`src/rtl/climate_zone_ctrl.sv`:
```
`default_nettype none
// ============================================================================
// Module   : climate_zone_ctrl
// Purpose  : Multi-zone heat/cool controller with hysteresis, changeover dead
//            time and per-zone fan PWM. Optional macro CHS_SOFT_RAMP_EN adds a
//            prescaled soft ramp of the fan duty.
// Revision : 1.0 - initial release
// ============================================================================
module climate_zone_ctrl #(
    parameter int ZONES    = 2,
    parameter int PWM_W    = 8,
    parameter int HYST     = 2,
    parameter int DEADTIME = 16,
    parameter int RAMP_DIV = 64
) (
    input  logic                 clk,
    input  logic                 arst,
    input  logic [ZONES*8-1:0]   temp,
    input  logic [ZONES*8-1:0]   setpoint,
    input  logic [PWM_W-1:0]     speed,
    output logic [ZONES*4-1:0]   chs_power,
    output logic [ZONES-1:0]     chs_mode,
    output logic [ZONES-1:0]     pwm_data,
    output logic [ZONES-1:0]     busy
);

    typedef enum logic [1:0] {
        ST_IDLE = 2'd0,
        ST_HEAT = 2'd1,
        ST_COOL = 2'd2,
        ST_DEAD = 2'd3
    } state_t;

    localparam int               DW          = (DEADTIME > 1) ? $clog2(DEADTIME) : 1;
    localparam logic [DW-1:0]    C_DEAD_LOAD = DW'(DEADTIME - 1);
    localparam logic [8:0]       C_HYST      = 9'(HYST);
    localparam logic [PWM_W-1:0] C_CNT_MAX   = '1;

    logic [PWM_W-1:0] r_cnt;
    logic             w_wrap;
    logic             w_tick;

    assign w_wrap = (r_cnt == C_CNT_MAX);

    always_ff @(posedge clk or negedge arst) begin
        if (!arst) r_cnt <= '0;
        else       r_cnt <= r_cnt + 1'b1;
    end

`ifdef CHS_SOFT_RAMP_EN
    localparam int              PRE_W     = (RAMP_DIV > 1) ? $clog2(RAMP_DIV) : 1;
    localparam logic [PRE_W-1:0] C_PRE_MAX = PRE_W'(RAMP_DIV - 1);
    logic [PRE_W-1:0] r_pre;

    assign w_tick = (r_pre == C_PRE_MAX);

    always_ff @(posedge clk or negedge arst) begin
        if (!arst)       r_pre <= '0;
        else if (w_tick) r_pre <= '0;
        else             r_pre <= r_pre + 1'b1;
    end
`else
    logic w_unused_ramp_cfg;
    assign w_unused_ramp_cfg = (RAMP_DIV > 0);
    assign w_tick            = 1'b0;
`endif

    for (genvar z = 0; z < ZONES; z++) begin : g_zone
        state_t           r_state, w_next;
        logic [DW-1:0]    r_dcnt;
        logic             r_last_vld, r_mode, r_busy;
        logic [3:0]       r_power, w_power;
        logic [8:0]       w_t, w_s;
        logic [7:0]       w_diff;
        logic             w_heat, w_cool;
        logic [PWM_W-1:0] w_target, w_duty, r_applied;

        assign w_t    = {1'b0, temp[8*z +: 8]};
        assign w_s    = {1'b0, setpoint[8*z +: 8]};
        assign w_heat = (w_t + C_HYST) < w_s;
        assign w_cool = w_t > (w_s + C_HYST);
        assign w_diff = (w_t >= w_s) ? 8'(w_t - w_s) : 8'(w_s - w_t);

        always_comb begin
            w_next  = r_state;
            w_power = 4'd0;
            case (r_state)
                ST_IDLE: begin
                    if (w_heat)
                        w_next = (!r_last_vld || r_mode) ? ST_HEAT : ST_DEAD;
                    else if (w_cool)
                        w_next = (!r_last_vld || !r_mode) ? ST_COOL : ST_DEAD;
                end
                ST_HEAT: begin
                    if (w_cool)          w_next = ST_DEAD;
                    else if (w_t >= w_s) w_next = ST_IDLE;
                end
                ST_COOL: begin
                    if (w_heat)          w_next = ST_DEAD;
                    else if (w_t <= w_s) w_next = ST_IDLE;
                end
                ST_DEAD: begin
                    // Demand only matters once the full dead time has elapsed
                    if (r_dcnt == '0)
                        w_next = w_heat ? ST_HEAT : (w_cool ? ST_COOL : ST_IDLE);
                end
                default: w_next = ST_IDLE;
            endcase
            if (w_next == ST_HEAT || w_next == ST_COOL)
                w_power = (w_diff > 8'd15) ? 4'd15 : w_diff[3:0];
        end

        always_ff @(posedge clk or negedge arst) begin
            if (!arst) begin
                r_state    <= ST_IDLE;
                r_dcnt     <= '0;
                r_last_vld <= 1'b0;
                r_mode     <= 1'b0;
                r_power    <= 4'd0;
                r_busy     <= 1'b0;
            end else begin
                r_state <= w_next;
                r_power <= w_power;
                r_busy  <= (w_next != ST_IDLE);
                if (w_next == ST_DEAD && r_state != ST_DEAD)
                    r_dcnt <= C_DEAD_LOAD;
                else if (r_state == ST_DEAD && r_dcnt != '0)
                    r_dcnt <= r_dcnt - 1'b1;
                if (w_next == ST_HEAT || w_next == ST_COOL) begin
                    r_mode     <= (w_next == ST_HEAT);
                    r_last_vld <= 1'b1;
                end
            end
        end

        assign w_target = (r_state == ST_HEAT || r_state == ST_COOL) ? speed : '0;

`ifdef CHS_SOFT_RAMP_EN
        logic [PWM_W-1:0] r_duty;
        always_ff @(posedge clk or negedge arst) begin
            if (!arst) r_duty <= '0;
            else if (w_tick) begin
                if (r_duty < w_target)      r_duty <= r_duty + 1'b1;
                else if (r_duty > w_target) r_duty <= r_duty - 1'b1;
            end
        end
        assign w_duty = r_duty;
`else
        assign w_duty = w_target;
`endif

        // Duty is only taken at wrap so a PWM period is never cut short
        always_ff @(posedge clk or negedge arst) begin
            if (!arst)       r_applied <= '0;
            else if (w_wrap) r_applied <= w_duty;
        end

        assign chs_power[4*z +: 4] = r_power;
        assign chs_mode[z]         = r_mode;
        assign busy[z]             = r_busy;
        assign pwm_data[z]         = (r_cnt < r_applied);
    end

endmodule
`default_nettype wire
```
`config.mk`:
```
export PLATFORM = sky130hd
export DESIGN_NAME = climate_zone_ctrl
export DESIGN_NICKNAME = d
export VERILOG_FILES = /design/src/rtl/climate_zone_ctrl.sv
export SDC_FILE = /design/constraint.sdc
export NUM_CORES = 1
export LEC_CHECK = 0
export CORE_ASPECT_RATIO = 1.25
export CORE_MARGIN = 1.5
export CORE_UTILIZATION = 53
export CTS_BUF_LIST = sky130_fd_sc_hd__clkbuf_8 sky130_fd_sc_hd__clkbuf_16
export CTS_CLUSTER_DIAMETER = 50
export DETAILED_ROUTE_END_ITERATION = 8
export MAX_ROUTING_LAYER = met4
export PLACE_DENSITY = 0.89
export SYNTH_ARGS = -nofsm -noshare
export SYNTH_HDL_FRONTEND = slang
export SYNTH_SLANG_ARGS = --single-unit
export TNS_END_PERCENT = 50
```
`constraint.sdc`:
```
create_clock -name clk -period 2.4 [get_ports clk]
set_input_delay 0.48 -clock clk [delete_from_list [all_inputs] [get_ports clk]]
set_output_delay 0.48 -clock clk [all_outputs]
set_load 0.02 [all_outputs]
```
==> results of run 1 <==
-- what timing repair did --
item,4_1_cts,5_1_grt
gates resized for setup,247,57
endpoints found under the setup margin,28,28
setup buffers,36,9
hold endpoints to repair,0,0
hold buffers,0,0
pin swaps,89,41
-- registers in the layout (all words and copies together), names as in the netlist --
signal and count:
g_zone.r_applied 16, g_zone.r_state 4, g_zone.r_last_vld 2, r_cnt 8, g_zone.r_power 8, g_zone.r_busy 2, g_zone.r_mode 2, g_zone.r_dcnt 8
-- layout make-up --
cell class	count	area, um2
tap	126	158
sequential	50	1250
clock inverter	2	16.3
fill	426	1490
multi-input combinational	461	4390
clock buffer	6	139
timing repair buffer	222	1820
inverter	68	285
-- power by group through the flow --
stage,registers [W],logic [W],clock network (W)
after floorplan,0.00127,0.00184,0
after global placement,0.00121,0.00284,0
after detailed placement,0.00121,0.00300,0
after CTS,0.00122,0.00357,0.000741
after global routing,0.00127,0.00472,0.000812
final,0.00126,0.00453,0.000784
-- path summary, 6_finish.rpt --
check	slack, ns	endpoint	from
min in group clk	0.48	g_zone[1].r_applied[7]$_DFFE_PN0N_	g_zone[1].r_applied[7]$_DFFE_PN0N_
worst max-delay path	-0.78	g_zone[0].r_dcnt[2]$_DFFE_PN0P_	setpoint[1]
worst min register to register	0.48	g_zone[1].r_applied[7]$_DFFE_PN0N_	g_zone[1].r_applied[7]$_DFFE_PN0N_
worst max register to register	-0.69	g_zone[1].r_mode$_DFFE_PN0P_	g_zone[1].r_state[0]$_DFF_PN0_
max in group asynchronous	1.55	g_zone[0].r_dcnt[3]$_DFFE_PN0P_	arst
worst min-delay path	0.20	g_zone[1].r_power[0]$_DFF_PN0_	arst
-- worst register-to-register path: stages (launching register included) --
cell      delay (ns)
dfrtp_1         0.50
ha_1            0.33
a21boi_0        0.25
a211oi_1        0.79
a31oi_2         0.22
a21o_1          0.26
ha_4            0.32
mux2_4          0.31
-- metal layers --
| layer | track usage [%] | vias to the layer above |
|---|---|---|
| met2 | 68.2 | 532 |
| li1 | - | 2510 |
| met4 | 30.9 | 0 |
| met5 | - | - |
| met3 | 6.72 | 221 |
| met1 | 39.1 | 2892 |
-- cell families after synthesis --
kind of cell / Yosys count / share of synthesized area [%]
AO/OA/AOI/OAI: 153 / 19.6
XOR/XNOR: 38 / 6.45
adder cells (fa/ha/maj): 96 / 23.9
buffers and inverters: 85 / 7.08
flip-flops: 50 / 24.3
multiplexers: 13 / 2.77
AND/OR/NAND/NOR: 161 / 15.9
-- cells in the mapped netlist (all sizes together), types with 6 or more instances --
master,count
a211oi,6
a21o,13
a21oi,36
and3,10
buf,13
dfrtp,50
ha,92
inv,68
mux2,7
mux2i,6
nand2,67
nand3,21
nand4,8
nor2,16
nor3,9
o211ai,8
o21a,7
o21ai,38
xnor2,31
xor2,7
-- metrics by stage --
step           cells  util [%]  setup slack (ns)  cell area, um2  hold WS [ns]
6_report         935      84.4            -0.783            8070         0.196
5_1_grt          935      84.4            -0.894            8070         0.235
4_1_cts          926      81.3            -0.550            7770         0.197
3_5_place_dp     882      71.0             -1.49            6790         0.470
3_3_place_gp     882      71.0             -1.33            6790         0.463
2_1_floorplan    596         -            -0.629            5290         0.184
==> metrics.yaml, run 1 <==
firstDrtPassIters: 6
ys_ff_latch: 50
synth_edf_count: 0
power_density_nw_per_um2: 815
grt_overflow: 0
yosysTopAreaCell: "dfrtp_1"
status: "complete, but fails checks"
rsz0062_at_grt: "yes"
fmax_mhz: 314
finalCritPeriodShare_pct: 133
gp_congestion: 0.966
cap_violations: 0
drt_drc_violations_left: 0
grt_pass1_wl_um: 31300
async_flop_share_pct: 100
track_usage_pct: 39.4
hold_viol_final: 0
first_global_vias: 6279
ys_seq_area_share_pct: 24.3
failed_checks: "negative setup slack"
total_power_w: 0.00658
setup_violations: 28
grt_max_degree: 33
finalSetupTns_ns: -16.34
clk_pin_slew_ns: 0.08
tightest_slew_ns: 0.832
critical_path_class: "in2reg"
ys_warn_count: 0
worst_slack_ns: -0.783
power_frac_comb_pct: 68.9
ys_top_cells_by_area: "dfrtp_1, ha_1, xnor2_1"
ant_nets: 0
num_antenna_cells: 0
finalClockSkew_ns: 0.0101
cts_buffers: 5
clk_latency_ns: 0.30
drt-vias-per-instance: 6.58
critPathMaxStageDelay_ns: 0.34
end_kind: "flip-flop"
die_h_um: 113
hp-class: "in2async"
p_seq_share_pct: 19.2
maxUsedRoutingLayer: "met4"
worstPathCellList: "buf_8, ha_4, and3_4, buf_6, xnor2_2, ha_2, a21o_1, a21o_1, o211ai_1, a21oi_2, buf_4, a221oi_4, buf_4, a32oi_4, ha_4, nor2b_4, a21oi_2, nand2_1"
rows: 40
port_buffers: 55
initial_core_util_pct: 54.0
wirelength_met1_um: 7660
cts_max_level: 2
synth_fp_nets: 734
dp_hpwl_um: 11100
crit_fanout: 5
vias: 6155
met3_wirelength_um: 1980
clock_power_share_pct: 11.9
area_growth_pct: 56.4
worstSetupPathDepth: 18
ir_worst_vdd_mv: 0.579
dr_wl_met2_um: 10800
ios: 56
wl_um: 22600
ys.flop_type: "dfrtp_1"
clock_sinks: 50
cp.required_ns: 2.58
clockBufferDepth: 2
wl_per_cell_um: 24.2
initialDrtViolationCount: 589
crit_path_start_kind: "primary input"
slew-limit-headroom_pct: 44.2
die_w_um: 91.2
nets: 946
crit_family: "compound AO/OA/AOI/OAI gates"
synth_area_um2: 5160
synth_cell_types: 69
finalCriticalPeriod_ns: 3.18
p_sw_share_pct: 44.8
slew_viol_final: 0
drive_above_1_share_pct: 42.3
final_cell_mix: "buf_4, ha_1, nand2_1"
die-area_um2: 10300
antenna_found_initial: 0
cts_tree: "yes"
synth_cells: 596
crit_buf_inv: 4
core_um2: 9560
p_leak_nw: 3.95
reg2reg_depth: 7
avgSynthCellArea_um2: 8.65
p_int_w: 0.00363
clock_tree.root_cell: "clkbuf_16"
crit_slowest_cell: "a221oi_4"
yosysTopAreaCellShare_pct: 24.3
mostFrequentLayoutCell: "buf_4"
netSwitchingPower_w: 0.00295
cp.arrival_ns: 3.36
Power figures use the tool's default switching activity.
==> run 2, diff against run 1 <==
--- a/config.mk
+++ b/config.mk
@@ -5,6 +5,7 @@
 export SDC_FILE = /design/constraint.sdc
 export NUM_CORES = 1
 export LEC_CHECK = 0
+export CAP_MARGIN = 20
 export CORE_ASPECT_RATIO = 1.25
 export CORE_MARGIN = 1.5
 export CORE_UTILIZATION = 53
@@ -12,7 +13,7 @@
 export CTS_CLUSTER_DIAMETER = 50
 export DETAILED_ROUTE_END_ITERATION = 8
 export MAX_ROUTING_LAYER = met4
-export PLACE_DENSITY = 0.89
+export PLACE_DENSITY = 0.8
 export SYNTH_ARGS = -nofsm -noshare
 export SYNTH_HDL_FRONTEND = slang
 export SYNTH_SLANG_ARGS = --single-unit
==> metrics.yaml, run 2 (same netlist as run 1, synthesis figures left out) <==
initial_core_util_pct: 54.0  # unchanged
cp.required_ns: 2.57  # was 2.58 ns
area_growth_pct: 50.7  # was 56.4%
core_um2: 9560  # unchanged
cap_violations: 0  # unchanged
fmax_mhz: 325  # was 314 MHz
wl_per_cell_um: 18.3  # was 24.2 um
top_register: "g_zone.r_applied"  # unchanged
r2r_slack_ns: -0.06  # was -0.69 ns
finalClockSkew_ns: 0.00575  # was 0.0101 ns
grt_pass1_wl_um: 26200  # was 31300 um
r2r-start: "g_zone[1].r_state[1]$_DFF_PN0_"  # was g_zone[1].r_state[0]$_DFF_PN0_
ir_worst_vdd_mv: 0.588  # was 0.579 mV
cts_buffers: 5  # unchanged
r2r_end: "g_zone[1].r_mode$_DFFE_PN0P_"  # unchanged
num_antenna_cells: 0  # unchanged
die_w_um: 91.2  # unchanged
worst_slack_ns: -0.677  # was -0.783 ns
wl_um: 16900  # was 22600 um
critical_path_class: "in2reg"  # unchanged
num-fill-cells: 530  # was 426
ant_nets: 0  # unchanged
nets: 931  # was 946
final_util_pct: 81.3  # was 84.4%
clk_pin_slew_ns: 0.06  # was 0.08 ns
die_h_um: 113  # unchanged
multi_input_area_um2: 4220  # was 4390 um2
final_cell_mix: "buf_4, ha_1, nand2_1"  # unchanged
clk_latency_ns: 0.29  # was 0.30 ns
end_kind: "flip-flop"  # unchanged
cp.arrival_ns: 3.25  # was 3.36 ns
drive_above_1_share_pct: 39.7  # was 42.3%
drt-vias-per-instance: 5.83  # was 6.58
finalCritPeriodShare_pct: 128  # was 133%
failed_checks: "negative setup slack"  # unchanged
rsz0062_at_grt: "yes"  # unchanged
grt_overflow: 0  # unchanged
dp_hpwl_um: 10900  # was 11100 um
rows: 40  # unchanged
initialDrtViolationCount: 339  # was 589
clock_sinks: 50  # unchanged
tightest_slew_ns: 0.621  # was 0.832 ns
cts_max_level: 2  # unchanged
finalCriticalPeriod_ns: 3.08  # was 3.18 ns
antenna_found_initial: 0  # unchanged
clock_tree.root_cell: "clkbuf_16"  # unchanged
cts_tree: "yes"  # unchanged
first_global_vias: 5630  # was 6279
vias: 5359  # was 6155
whs_ns: 0.292  # was 0.196 ns
grt_max_degree: 51  # was 33
port_buffers: 55  # unchanged
slew-limit-headroom_pct: 58.6  # was 44.2%
drt_drc_violations_left: 0  # unchanged
mostFrequentLayoutCell: "buf_4"  # unchanged
firstDrtPassIters: 5  # was 6
clockBufferDepth: 2  # unchanged
gp_congestion: 0.902  # was 0.966
hold_viol_final: 0  # unchanged
crit_fanout: 4  # was 5
ios: 56  # unchanged
crit_start: "setpoint[9]"  # was setpoint[1]
p_leak_nw: 3.88  # was 3.95 nW
track_usage_pct: 32.4  # was 39.4%
die-area_um2: 10300  # unchanged
slew_viol_final: 0  # unchanged
crit_path_start_kind: "primary input"  # unchanged
pre_cts_slack_ns: -1.51  # was -1.49 ns
setup_violations: 28  # unchanged
status: "complete, but fails checks"  # unchanged
power_density_nw_per_um2: 752  # was 815 nW/um2
reg2reg_depth: 7  # unchanged
largest_register_ffs: 16  # unchanged
hp-class: "in2async"  # unchanged
seq_area_um2: 1250  # unchanged
[run 2: repair_timing]
| action | 4_1_cts | 5_1_grt |
|---|---|---|
| endpoints found under the setup margin | 28 | 28 |
| buffers inserted | 22 | 8 |
| gates resized for setup | 225 | 48 |
| pin swaps | 77 | 33 |
| gates cloned | 0 | 0 |
| hold buffers | 0 | 0 |
[run 2: area by class of cell]
type | count | share of cell area [%]
Tap cell | 126 | 2.03
Clock buffer | 5 | 1.61
Timing Repair Buffer | 207 | 21.9
Inverter | 68 | 3.61
Clock inverter | 3 | 0.483
Multi-Input combinational cell | 461 | 54.3
Sequential cell | 50 | 16.1
[run 2: worst max-delay path by stage]
stage | to | slack (ns) | cells past startpoint
final | g_zone[1].r_mode$_DFFE_PN0P_ | -0.68 | 15
after global placement | g_zone[1].r_mode$_DFFE_PN0P_ | -1.34 | 13
after CTS | g_zone[0].r_mode$_DFFE_PN0P_ | -0.52 | 15
after global routing | g_zone[1].r_mode$_DFFE_PN0P_ | -0.76 | 15
after detailed placement | g_zone[1].r_mode$_DFFE_PN0P_ | -1.51 | 13
after floorplan | g_zone[0].r_mode$_DFFE_PN0P_ | -0.63 | 12
[run 2: stage by stage]
stage	cells	total power [W]	area (um2)	TNS (ns)
after floorplan	596	0.00310	5290	-7.80
after global placement	884	0.00410	6810	-29.28
after detailed placement	884	0.00425	6810	-32.93
after CTS	914	0.00545	7560	-9.37
after global routing	920	0.00617	7770	-15.21
final	920	0.00585	7770	-12.13
[run 2: where the power goes]
part	internal (W)	switching [W]	total, W
clock	0.000484	0.000289	0.000773
combinational	0.00195	0.00187	0.00382
sequential	0.00106	0.000193	0.00125
total	0.00349	0.00236	0.00585
[run 2: worst max-delay path: stages]
cell,delay (ns)
buf_8,0.11
ha_4,0.15
and3_4,0.18
buf_6,0.12
xnor2_2,0.14
ha_1,0.33
nand4_1,0.15
o22ai_1,0.10
a31oi_1,0.24
o21a_1,0.26
nand3_1,0.11
nand4_1,0.15
nand2_2,0.12
ha_4,0.31
mux2_4,0.30
[run 2: per-layer routing]
metal  vias to the layer above  global-route usage, %  part of all wire, %
li1                       2487                      -                    -
met1                      2575                   32.5                   37
met2                       212                   61.0                   53
met3                        85                   3.83                  4.4
met4                         0                   16.6                  5.4
met5                         -                      -                    0
==> run 3, diff against run 2 <==
--- a/config.mk
+++ b/config.mk
@@ -11,6 +11,7 @@
 export CORE_UTILIZATION = 53
 export CTS_BUF_LIST = sky130_fd_sc_hd__clkbuf_8 sky130_fd_sc_hd__clkbuf_16
 export CTS_CLUSTER_DIAMETER = 50
+export CTS_CLUSTER_SIZE = 16
 export DETAILED_ROUTE_END_ITERATION = 8
 export MAX_ROUTING_LAYER = met4
 export PLACE_DENSITY = 0.8
==> constraint.sdc (replaced) <==
create_clock -name clk -period 2.8 [get_ports clk]
set_input_delay 0.56 -clock clk [delete_from_list [all_inputs] [get_ports clk]]
set_output_delay 0.56 -clock clk [all_outputs]
set_load 0.02 [all_outputs]
==> metrics.yaml, run 3 (same netlist as run 1, synthesis figures left out) <==
top_register: "g_zone.r_applied"  # unchanged
slew_viol_final: 0  # unchanged
whs_ns: 0.173  # was 0.292 ns
crit_start: "temp[14]"  # was setpoint[9]
track_usage_pct: 30.6  # was 32.4%
vias: 5461  # was 5359
clk_pin_slew_ns: 0.07  # was 0.06 ns
rows: 40  # unchanged
die_w_um: 91.2  # unchanged
cts_tree: "yes"  # unchanged
critPathMaxStageDelay_ns: 0.32  # was 0.33 ns
grt_max_degree: 35  # was 51
largest_register_ffs: 16  # unchanged
dp_hpwl_um: 11000  # was 10900 um
power_frac_comb_pct: 66.6  # was 65.3%
gp_congestion: 0.977  # was 0.902
ir_worst_vdd_mv: 0.450  # was 0.588 mV
antenna_found_initial: 0  # unchanged
cts_hold_buf: 0  # unchanged
p_seq_share_pct: 20.9  # was 21.4%
ant_nets: 0  # unchanged
crit_path_start_kind: "primary input"  # unchanged
wl_um: 16400  # was 16900 um
tightest_slew_ns: 0.584  # was 0.621 ns
power_density_nw_per_um2: 647  # was 752 nW/um2
nets: 939  # was 931
grt_pass1_wl_um: 25100  # was 26200 um
clock_tree.root_cell: "clkbuf_16"  # unchanged
failed_checks: "negative setup slack"  # unchanged
finalSetupTns_ns: -4.19  # was -12.13 ns
hold_viol_final: 0  # unchanged
initial_core_util_pct: 54.0  # unchanged
r2r-start: "g_zone[0].r_state[1]$_DFF_PN0_"  # was g_zone[1].r_state[1]$_DFF_PN0_
core_um2: 9560  # unchanged
setup_violations: 21  # was 28
drt_drc_violations_left: 0  # unchanged
final_cell_mix: "buf_4, ha_1, nand2_1"  # unchanged
grt_overflow: 0  # unchanged
worstPathCellList: "dlygate4sd2_1, inv_1, buf_4, ha_4, nand4_1, buf_4, buf_4, nor2_1, nand3b_1, a21oi_1, a211oi_4, xnor2_2, nor4_4, buf_4, a21oi_4"  # was buf_8, ha_4, and3_4, buf_6, xnor2_2, ha_1, nand4_1, o22ai_1, a31oi_1, o21a_1, nand3_1, nand4_1, nand2_2, ha_4, mux2_4
area_growth_pct: 51.2  # was 50.7%
clockBufferDepth: 2  # unchanged
critical_path_class: "in2reg"  # unchanged
clk_latency_ns: 0.30  # was 0.29 ns
port_buffers: 55  # unchanged
crit_slowest_cell: "a211oi_4"  # was ha_1
end_kind: "flip-flop"  # unchanged
firstDrtPassIters: 6  # was 5
p_int_w: 0.00296  # was 0.00349 W
p_leak_nw: 3.91  # was 3.88 nW
cp.required_ns: 2.97  # was 2.57 ns
die_h_um: 113  # unchanged
cp.arrival_ns: 3.33  # was 3.25 ns
drt-vias-per-instance: 5.88  # was 5.83
cts_max_level: 2  # unchanged
worst_slack_ns: -0.361  # was -0.677 ns
clock_sinks: 50  # unchanged
fmax_mhz: 316
die-area_um2: 10300  # unchanged
finalCritPeriodShare_pct: 113
ios: 56  # unchanged
finalClockSkew_ns: 0.00420  # was 0.00575 ns
placed_area_um2: 6780  # was 6810 um2
status: "complete, but fails checks"  # unchanged
cts_buffers: 5  # unchanged
crit_path_frequent_cell: "buf_4"
first_global_vias: 5586  # was 5630
hp-class: "in2async"  # unchanged
netSwitchingPower_w: 0.00209  # was 0.00236 W
rsz0062_at_grt: "yes"  # unchanged
p_sw_share_pct: 41.4  # was 40.3%
drive_above_1_share_pct: 39.0  # was 39.7%
design_area_um2: 7800  # was 7770 um2
initialDrtViolationCount: 508  # was 339
slew-limit-headroom_pct: 61.1  # was 58.6%
crit_fanout: 4  # unchanged
wl_per_cell_um: 17.7  # was 18.3 um
num_antenna_cells: 0  # unchanged
clock_power_share_pct: 12.5  # was 13.2%
finalCriticalPeriod_ns: 3.16
mostFrequentLayoutCell: "buf_4"  # unchanged
cap_violations: 0  # unchanged
run 3: changes by cell type in the layout (fill, tap and decap cells not counted), moves of 3 or more:
cell	before	now
buf_4	139	149
dlygate4sd2_1	8	5
o21ai_1	5	9
inv_2	13	10
buf_2	11	8
o21ai_2	6	1
run 3: path summary, 6_finish.rpt:
path | end | slack, ns | cells after the start
worst max-delay path | g_zone[1].r_power[3]$_DFF_PN0_ | -0.36 | 15
min in group clk | g_zone[1].r_applied[2]$_DFFE_PN0N_ | 0.48 | 2
worst max register to register | g_zone[0].r_mode$_DFFE_PN0P_ | 0.24 | 8
worst min register to register | g_zone[1].r_applied[2]$_DFFE_PN0N_ | 0.48 | 2
max in group asynchronous | g_zone[1].r_applied[7]$_DFFE_PN0N_ | 1.87 | 2
worst min-delay path | g_zone[1].r_mode$_DFFE_PN0P_ | 0.17 | 1
run 3: per-stage QoR:
stage	instances	utilization (%)	power, W	worst slack (ns)
after global placement	884	71.0	0.00346	-0.978
final	928	81.6	0.00505	-0.361
after CTS	917	78.2	0.00463	-0.234
after detailed placement	884	71.0	0.00359	-1.15
after global routing	928	81.6	0.00534	-0.404
after floorplan	596	-	0.00266	-0.309
run 3: cell type report:
class	instances	area, um2
timing repair buffer	215	1780
sequential	50	1250
tap	126	158
clock inverter	3	28.8
multi-input combinational	461	4180
fill	550	1760
clock buffer	5	125
inverter	68	273
run 3: what timing repair did:
| item | CTS | global route |
|---|---|---|
| resized for setup | 199 | 64 |
| setup buffers | 25 | 10 |
| setup endpoints to repair | 28 | 25 |
| pin swaps | 60 | 52 |
run 3: critical path, delay by kind of cell:
family | cells | cell delay (ns)
and+or+nand+nor | 4 | 0.83
AOI/OAI and AO/OA | 3 | 0.52
buffers and inverters | 6 | 1.01
adders and majority gates | 1 | 0.27
xor gates and xnor gates | 1 | 0.13
run 3: power groups by stage:
stage | Clock [W] | Sequential [W] | Combinational [W]
final | 0.000629 | 0.00106 | 0.00336
after global routing | 0.000664 | 0.00107 | 0.00361
after CTS | 0.000633 | 0.00104 | 0.00295
after detailed placement | 0 | 0.00105 | 0.00254
after global placement | 0 | 0.00104 | 0.00242
after floorplan | 0 | 0.00109 | 0.00157
run 3: metal layers:
layer	global-route usage, %	wire, um	share of wire (%)	vias to the layer above
li1	-	-	-	2508
met1	34.0	6400	39	2621
met2	55.8	8570	52	255
met3	3.09	757	4.6	77
met4	12.0	682	4.2	0
met5	-	0	0	-
